==> config.mk <==
export PLATFORM = sky130hd
export DESIGN_NAME = calc_entry_sequencer
export DESIGN_NICKNAME = d
export VERILOG_FILES = /design/src/rtl/calc_entry_sequencer.sv
export SDC_FILE = /design/constraint.sdc
export NUM_CORES = 1
export LEC_CHECK = 0
export ABC_CLOCK_PERIOD_IN_PS = 3350
export CORE_MARGIN = 5
export CORE_UTILIZATION = 52
export DETAILED_ROUTE_END_ITERATION = 8
export GPL_TIMING_DRIVEN = 0
export MAX_ROUTING_LAYER = met4
export PLACE_DENSITY_LB_ADDON = 0.12
export SYNTH_ARGS = -nofsm -noshare
export SYNTH_HDL_FRONTEND = slang
export SYNTH_SLANG_ARGS = --single-unit
==> constraint.sdc <==
create_clock -name clock -period 3.35 [get_ports clock]
set_input_delay 0.67 -clock clock [delete_from_list [all_inputs] [get_ports clock]]
set_output_delay 0.67 -clock clock [all_outputs]
set_load 0.01 [all_outputs]
==> src/rtl/calc_entry_sequencer.sv <==
// Entry sequencer for the 4-bit calculator: debounced three-press operand/opcode entry,
// valid/ready issue, response capture. Optional accumulator chaining: CALC_SEQ_CHAIN_EN.
module calc_entry_sequencer #(
  parameter int unsigned WIDTH           = 4,
  parameter int unsigned DEBOUNCE_CYCLES = 4
) (
  input  logic             clock,
  input  logic             reset,
  input  logic [WIDTH-1:0] data_in,
  input  logic [1:0]       op_in,
  input  logic             enter,
  input  logic             abort,
  output logic             req_valid,
  input  logic             req_ready,
  output logic [WIDTH-1:0] req_a,
  output logic [WIDTH-1:0] req_b,
  output logic [1:0]       req_op,
  input  logic             rsp_valid,
  input  logic [WIDTH-1:0] rsp_data,
  output logic [WIDTH-1:0] display,
  output logic             result_valid,
  output logic [2:0]       state_out,
  output logic [7:0]       op_count
);

  typedef enum logic [2:0] {
    StA     = 3'b000,
    StB     = 3'b001,
    StOp    = 3'b010,
    StIssue = 3'b011,
    StWait  = 3'b100,
    StShow  = 3'b101
  } state_e;

  state_e           r_state;
  state_e           w_state_next;
  logic             r_enter_filt;
  logic [7:0]       r_db_cnt;
  logic             r_press;
  logic [WIDTH-1:0] r_req_a;
  logic [WIDTH-1:0] r_req_b;
  logic [1:0]       r_req_op;
  logic [WIDTH-1:0] r_display;
  logic             r_result_valid;
  logic [7:0]       r_op_count;

  logic w_db_mismatch;
  logic w_db_hit;
  logic w_load_a;
  logic w_load_b;
  logic w_load_op;
  logic w_capture;
`ifdef CALC_SEQ_CHAIN_EN
  logic w_chain;
`endif

  assign w_db_mismatch = (enter != r_enter_filt);
  assign w_db_hit      = w_db_mismatch &&
                         (({1'b0, r_db_cnt} + 9'd1) == 9'(DEBOUNCE_CYCLES));

  // Debounce filter; the press pulse is registered off the filtered rising edge.
  always_ff @(posedge clock) begin
    if (reset) begin
      r_enter_filt <= 1'b0;
      r_db_cnt     <= 8'd0;
      r_press      <= 1'b0;
    end else begin
      if (!w_db_mismatch) begin
        r_db_cnt <= 8'd0;
      end else if (w_db_hit) begin
        r_db_cnt     <= 8'd0;
        r_enter_filt <= ~r_enter_filt;
      end else begin
        r_db_cnt <= r_db_cnt + 8'd1;
      end
      r_press <= w_db_hit && !r_enter_filt;
    end
  end

  always_comb begin
    w_state_next = r_state;
    w_load_a     = 1'b0;
    w_load_b     = 1'b0;
    w_load_op    = 1'b0;
    w_capture    = 1'b0;
`ifdef CALC_SEQ_CHAIN_EN
    w_chain      = 1'b0;
`endif
    case (r_state)
      StA: begin
        if (abort) begin
          w_state_next = StA;
        end else if (r_press) begin
          w_load_a     = 1'b1;
          w_state_next = StB;
        end
      end
      StB: begin
        if (abort) begin
          w_state_next = StA;
        end else if (r_press) begin
          w_load_b     = 1'b1;
          w_state_next = StOp;
        end
      end
      StOp: begin
        if (abort) begin
          w_state_next = StA;
        end else if (r_press) begin
          w_load_op    = 1'b1;
          w_state_next = StIssue;
        end
      end
      // Abort and presses are ignored until the request has been accepted.
      StIssue: begin
        if (req_ready) w_state_next = StWait;
      end
      StWait: begin
        if (rsp_valid) begin
          w_capture    = 1'b1;
          w_state_next = StShow;
        end
      end
      StShow: begin
        if (abort) begin
          w_state_next = StA;
        end else if (r_press) begin
`ifdef CALC_SEQ_CHAIN_EN
          w_chain      = 1'b1;
          w_state_next = StB;
`else
          w_state_next = StA;
`endif
        end
      end
      default: w_state_next = StA;
    endcase
  end

  always_ff @(posedge clock) begin
    if (reset) begin
      r_state        <= StA;
      r_req_a        <= '0;
      r_req_b        <= '0;
      r_req_op       <= 2'b00;
      r_display      <= '0;
      r_result_valid <= 1'b0;
      r_op_count     <= 8'd0;
    end else begin
      r_state        <= w_state_next;
      r_result_valid <= w_capture;
      if (w_load_a) begin
        r_req_a   <= data_in;
        r_display <= data_in;
      end
      if (w_load_b) begin
        r_req_b   <= data_in;
        r_display <= data_in;
      end
      if (w_load_op) begin
        r_req_op  <= op_in;
        r_display <= {{(WIDTH-2){1'b0}}, op_in};
      end
      if (w_capture) begin
        r_display  <= rsp_data;
        r_op_count <= r_op_count + 8'd1;
      end
`ifdef CALC_SEQ_CHAIN_EN
      // Display still holds the result in StShow, so it seeds the next operand A.
      if (w_chain) r_req_a <= r_display;
`endif
    end
  end

  assign req_valid    = (r_state == StIssue);
  assign req_a        = r_req_a;
  assign req_b        = r_req_b;
  assign req_op       = r_req_op;
  assign display      = r_display;
  assign result_valid = r_result_valid;
  assign state_out    = r_state;
  assign op_count     = r_op_count;

endmodule

==> results of run 1 <==
-- power groups by stage --
stage               logic, mW  clock network (mW)  registers [mW]
global route           0.0588               0.276           0.435
floorplan              0.0258                   0           0.444
global placement       0.0517                   0           0.444
finish                 0.0541               0.244           0.434
detailed placement     0.0538                   0           0.444
CTS                    0.0540               0.252           0.434
-- final timing paths --
path	start	end	slack, ns
hold reg to reg	r_enter_filt$_SDFFE_PP0P_	r_press$_SDFF_PP0_	0.49
setup reg to reg	state_out[2]$_SDFFE_PP0P_	display[1]$_SDFFE_PP0P_	1.71
hold / removal	r_enter_filt$_SDFFE_PP0P_	r_press$_SDFF_PP0_	0.49
setup / recovery	state_out[0]$_SDFFE_PP0P_	req_valid	0.76
-- logic make-up after synthesis --
group,Yosys count
simple gates,81
flops,36
compound gates,22
xor+xnor,13
buf+inv,12
mux,12
fa+ha+maj,2
-- metal layers --
metal  global-route usage (%)  share of wire, %
met1                    21.55                45
met2                    32.92                48
met3                    5.228               5.2
met4                    7.614               1.8
met5                        -                 0
-- synth_stat cells --
| cell type | n | area [um2] |
|---|---|---|
| clkbuf_1 | 3 | 11.26 |
| buf_6 | 1 | 11.26 |
| and3b_1 | 1 | 8.760 |
| mux2i_1 | 12 | 120.1 |
| buf_4 | 2 | 15.01 |
| o21ai_0 | 2 | 10.01 |
| nor2_1 | 34 | 127.6 |
| nand3_1 | 4 | 20.02 |
| o311a_1 | 2 | 20.02 |
| o211ai_1 | 1 | 7.510 |
| a211oi_1 | 1 | 7.510 |
| buf_2 | 3 | 15.01 |
| nor3_2 | 2 | 20.02 |
| nand2b_1 | 3 | 18.77 |
| clkbuf_2 | 2 | 10.01 |
| a21oi_1 | 5 | 25.02 |
| a211oi_2 | 4 | 50.05 |
| a221oi_1 | 2 | 17.52 |
| nand2_1 | 13 | 48.80 |
| nand4_1 | 2 | 12.51 |
| nand4bb_1 | 1 | 11.26 |
| or3_1 | 2 | 12.51 |
| nand3b_1 | 1 | 7.510 |
| nor4b_1 | 3 | 26.28 |
| inv_1 | 1 | 3.750 |
| nand2b_4 | 2 | 27.53 |
| ha_1 | 2 | 25.02 |
| a22oi_1 | 1 | 7.510 |
| nor3_1 | 5 | 25.02 |
| a2bb2oi_1 | 2 | 17.52 |
| nor4_1 | 1 | 6.260 |
| dfxtp_1 | 36 | 720.7 |
| xor2_1 | 6 | 52.55 |
| nor3b_1 | 1 | 7.510 |
| nor4bb_1 | 1 | 10.01 |
| nor2b_1 | 2 | 12.51 |
| o31ai_1 | 2 | 15.01 |
| or4_1 | 2 | 15.01 |
| xnor2_1 | 7 | 61.31 |
| nor4_4 | 1 | 21.27 |
-- area by class of cell --
class	count	area share, %
Inverter	1	0.1721
Tap cell	44	2.524
Multi-Input combinational cell	130	40.16
Buffer	11	2.869
Clock inverter	1	0.3442
Timing Repair Buffer	40	18.36
Sequential cell	36	33.05
Clock buffer	7	2.524
-- registers in the layout (all words and copies together) (netlist names) --
name,count
result_valid,1
req_a,4
r_enter_filt,1
state_out,3
req_b,4
r_press,1
r_db_cnt,8
req_op,2
display,4
op_count,8
-- per-stage QoR --
step                total power [mW]  setup WS, ns
global route                  0.7696        0.6754
detailed placement            0.4979         1.004
finish                        0.7327        0.7637
global placement              0.4954         1.008
CTS                           0.7405        0.7699
floorplan                     0.4694         1.525
-- worst max-delay path, cell delays in order (launching register included) --
cell and delay (ns):
dfxtp_1 0.50, buf_2 0.28, and3b_1 0.23, clkdlybuf4s50_1 0.56
==> run metrics, run 1 <==
share of final-layout standard cells stronger than drive strength 1 10.62%; effective utilization at floorplan 54.47%; clock transition time at the flip-flop clock pins of the worst setup and hold paths 0.11 ns; arrival time of the worst setup path 1.92 ns; cells on worst reg2reg path 5; routed vias/inst 5.341; worst hold-check path type register to register; Net Sw Frac 23.50%; upper clock frequency limit 386.7 MHz; number of iterations in the first detailed-routing pass 4; total overflow reported by the global router 0; CTS tree done; Total Routed Length 3754 um; kind of critical path register to output pin; number of flip-flops and latches in the synthesized netlist 36; initial antenna violation count 0; Die Footprint 0.004429 mm2; maximum buffer depth of the clock tree 2; drt first-iter violations 74; period utilization 77.20%; cell area after layout 0.002181 mm2; placeable core region 0.003053 mm2; detailed-route DRC error count 0; placement-stage cell area 0.002118 mm2; Post-Synthesis Cell Area 0.001663 mm2; post-CTS setup repair buffer count 0; ratio of total power to cell area 336.0 mW/mm2; most used cells in the layout excluding fill and tap cells clkdlybuf4s50_1, dfxtp_1, nor2_1, nand2_1, mux2i_1; Clock Root Buffer clkbuf_4; CTS Hold Buffers Added 0; NetSw 172.2 uW; Post-Synthesis Cells 178; top fanout value on the critical path 10; final setup violation count 0; gpl congestion 0.8503; combinational power share 7.4%; clock insertion delay at the later pin of the skew report 0.34 ns; Synth-to-Final Area Change 31.15%; wire length of the first global-routing pass 6354 um; Total GRT Usage 19.38%; count of different cell masters after synthesis 40; row count 20; Tmin final 2.586 ns; Sink Count 36; number of antenna cells inserted 0; simple-gate share of the synthesized area 26.41%; actual slew at the worst max-slew pin 0.5741 ns; end-of-flow core utilization 71.43%; largest net degree at the start of global routing 12; Yosys warning total 0; final-layout worst hold slack 0.4913 ns; number of fill cells 239; htree depth 2; vias in the first global route 1414; Compound-Gate Fraction of Synth Area 10.68%; part of the power in the clock network 33.4%; HPWL Detailed 2865 um; Required @ worst endpoint 2.68 ns; relative slew slack 61.73%; storage element area 720.7 um2; post-synthesis share of cell area spent on full adders, half adders and majority gates 1.505%; synthesized area divided by synthesized cell count 9.342 um2; Cells after DPL 262; Startpoint Class register; max-slew violation total from the final report 0; internal portion of total power 560.6 uW; maximum clock skew at final layout 0.007010 ns; RSZ-0062 raised after global routing false; Die Y 66.55 um; commonest non-fill, non-tap cell in the layout clkdlybuf4s50_1; number of primary I/O pins 43; multiplexer area fraction after synthesis 7.223%; post-layout instance count excluding filler cells 270; Final Hold Fails 0; final routed wire length divided by cell count 13.90 um; Port Buffer Count 40; Seq/Total Area, Yosys 43.34%; total leakage power 0.7885 nW; net count after synthesis 196; Final ANT Viol Nets 0; largest family of logic cells by synthesized area simple AND/OR/NAND/NOR gates; multi-input gate area in the final layout 875.8 um2; number of resized instances in the post-cts repair step 0; critical path capture point type output pin; total of max-cap violations 0; outcome finished clean; total CTS buffers 5; share of total power in sequential cells 59.3%; worst ir drop on vdd 0.2000 mV; Final #Nets 243; Setup Total Neg Slack 0 ns; width of the die 66.55 um; xor/xnor share of the synthesized area 6.847%; count of cells along the worst hold path 1; routed via count 1442
Power figures use the tool's default switching activity.
==> run 2, diff against run 1 <==
--- a/config.mk
+++ b/config.mk
@@ -5,9 +5,9 @@
 export SDC_FILE = /design/constraint.sdc
 export NUM_CORES = 1
 export LEC_CHECK = 0
-export ABC_CLOCK_PERIOD_IN_PS = 3350
+export ABC_CLOCK_PERIOD_IN_PS = 2150
 export CORE_MARGIN = 5
-export CORE_UTILIZATION = 52
+export CORE_UTILIZATION = 43
 export DETAILED_ROUTE_END_ITERATION = 8
 export GPL_TIMING_DRIVEN = 0
 export MAX_ROUTING_LAYER = met4
==> constraint.sdc (replaced) <==
create_clock -name clock -period 2.15 [get_ports clock]
set_input_delay 0.43 -clock clock [delete_from_list [all_inputs] [get_ports clock]]
set_output_delay 0.43 -clock clock [all_outputs]
set_load 0.01 [all_outputs]
==> run 2 against run 1 <==
Net effect: clock skew hardly changed; non-clock buffer count is the same; register-to-register slack got worse by 1.2 ns; wire length grew 1.6%; total power is 70% higher; critical path type unchanged.
==> run metrics, run 2 (same netlist as run 1, synthesis figures left out) <==
met3 Resource Use GR 4.294%; Total GRT Usage 15.88%; Clock Root Buffer clkbuf_8; final setup violation count 0; total overflow reported by the global router 0; total of max-cap violations 0; worst hold-check path type register to register; total leakage power 0.8086 nW; row count 22; Final Hold Fails 0; htree depth 2; vias in the first global route 1356; critical path capture point type output pin; multi-input gate area in the final layout 875.8 um2; actual slew at the worst max-slew pin 0.5475 ns; Die Y 72.19 um; Cells after DPL 266; width of the die 72.19 um; routed via count 1399; clock transition time at the flip-flop clock pins of the worst setup and hold paths 0.07 ns; commonest non-fill, non-tap cell in the layout clkdlybuf4s50_1; Startpoint Class register; CTS Hold Buffers Added 0; most crowded layer after global routing met2; wire length of the first global-routing pass 6410 um; initial antenna violation count 0; ratio of total power to cell area 561.1 mW/mm2; Final #Nets 243; number of buffer and inverter stages on the critical path 2; storage element area 724.4 um2; post-CTS setup repair buffer count 0; RSZ-0062 raised after global routing false; CP Cell Sequence buf_4, and3b_1, clkdlybuf4s50_1; family of cells with the greatest summed delay on the critical path buffers and inverters; maximum clock skew at final layout 0.006772 ns; share of final-layout standard cells stronger than drive strength 1 11.50%; Die Footprint 0.005211 mm2; Final ANT Viol Nets 0; arrival time of the worst setup path 1.64 ns; Port Buffer Count 40; CP max stage cell clkdlybuf4s50_1; met2 usage in global routing 25.08%; routed vias/inst 5.106; number of iterations in the first detailed-routing pass 4; number of primary I/O pins 43; detailed-route DRC error count 0; Tmin final 2.068 ns; Synth-to-Final Area Change 33.78%; drt first-iter violations 97; clock insertion delay at the later pin of the skew report 0.28 ns; HPWL Detailed 2873 um; maximum buffer depth of the clock tree 2; number of antenna cells inserted 0; CTS tree done; worst ir drop on vdd 0.3977 mV; max-slew violation total from the final report 0; met1 usage 19.97%; top fanout value on the critical path 10; post-layout instance count excluding filler cells 274; kind of critical path register to output pin; final routed wire length divided by cell count 13.92 um; overall power after layout 1.248 mW; Total Routed Length 3814 um; Required @ worst endpoint 1.72 ns; gpl congestion 0.7600; effective utilization at floorplan 44.75%; placeable core region 0.003716 mm2; number of fill cells 343; outcome finished clean; most used cells in the layout excluding fill and tap cells clkdlybuf4s50_1, dfxtp_1, nor2_1, nand2_1, mux2i_1; Sink Count 36; largest net degree at the start of global routing 12; period utilization 96.18%; Setup Total Neg Slack 0 ns; longest individual stage delay on the worst path 0.54 ns; total CTS buffers 5; upper clock frequency limit 483.6 MHz; relative slew slack 63.50%
## run 2: cell count changes in the layout (fill, tap and decap cells not counted), moves of 2 or more
cell / change
clkbuf_8: +5
clkinv_2: +2
clkbuf_4: -5
buf_4: +2
buf_2: -2
## run 2: worst paths after layout
check	startpoint	end	slack [ns]	cells after the start
max	state_out[2]$_SDFFE_PP0P_	req_valid	0.08	3
min	r_db_cnt[0]$_SDFF_PP0_	r_db_cnt[0]$_SDFF_PP0_	0.47	1
max reg2reg	state_out[2]$_SDFFE_PP0P_	display[0]$_SDFFE_PP0P_	0.53	5
min reg2reg	r_db_cnt[0]$_SDFF_PP0_	r_db_cnt[0]$_SDFF_PP0_	0.47	1
## run 2: metal layers
metal | vias to the layer above | wire, um
met4 | 0 | 27
met5 | - | 0
met2 | 33 | 1784
li1 | 716 | -
met3 | 4 | 177
met1 | 646 | 1824
## run 2: worst register-to-register path: stages (launching register included)
cell and delay, ns:
dfxtp_1 0.37, buf_4 0.20, nand2b_4 0.15, nor3_2 0.41, a221oi_1 0.18, a211oi_2 0.23
## run 2: area by class of cell
type / count / area share [%]
multi-input cells: 130 / 39.37
flip-flops and latches: 36 / 32.56
repair buffers: 40 / 18.00
clock buffers: 6 / 3.712
plain buffers: 11 / 3.037
well taps: 48 / 2.700
clock inverters: 2 / 0.4499
inverters: 1 / 0.1687
## run 2: per-stage QoR
step / hold slack (ns) / setup WS (ns) / area (um2) / utilization, %
2_1_floorplan: 0.4299 / 0.5649 / 1663 / -
3_3_place_gp: 0.4448 / 0.07313 / 2123 / 57.14
3_5_place_dp: 0.4562 / 0.03698 / 2123 / 57.14
4_1_cts: 0.4754 / 0.002245 / 2217 / 59.66
5_1_grt: 0.4943 / 0.007616 / 2225 / 59.87
6_report: 0.4742 / 0.08213 / 2225 / 59.87
## run 2: power by group
part | switching [mW] | internal, mW | total, mW
registers | 0.00607 | 0.670 | 0.676
clock network | 0.233 | 0.256 | 0.488
logic | 0.0400 | 0.0436 | 0.0836
## run 2: timing repair
item / in CTS / in global routing
resized for setup: 1 / 5
hold endpoints to repair: 0 / 0
pin swaps: 0 / 0
setup endpoints to repair: 1 / 1
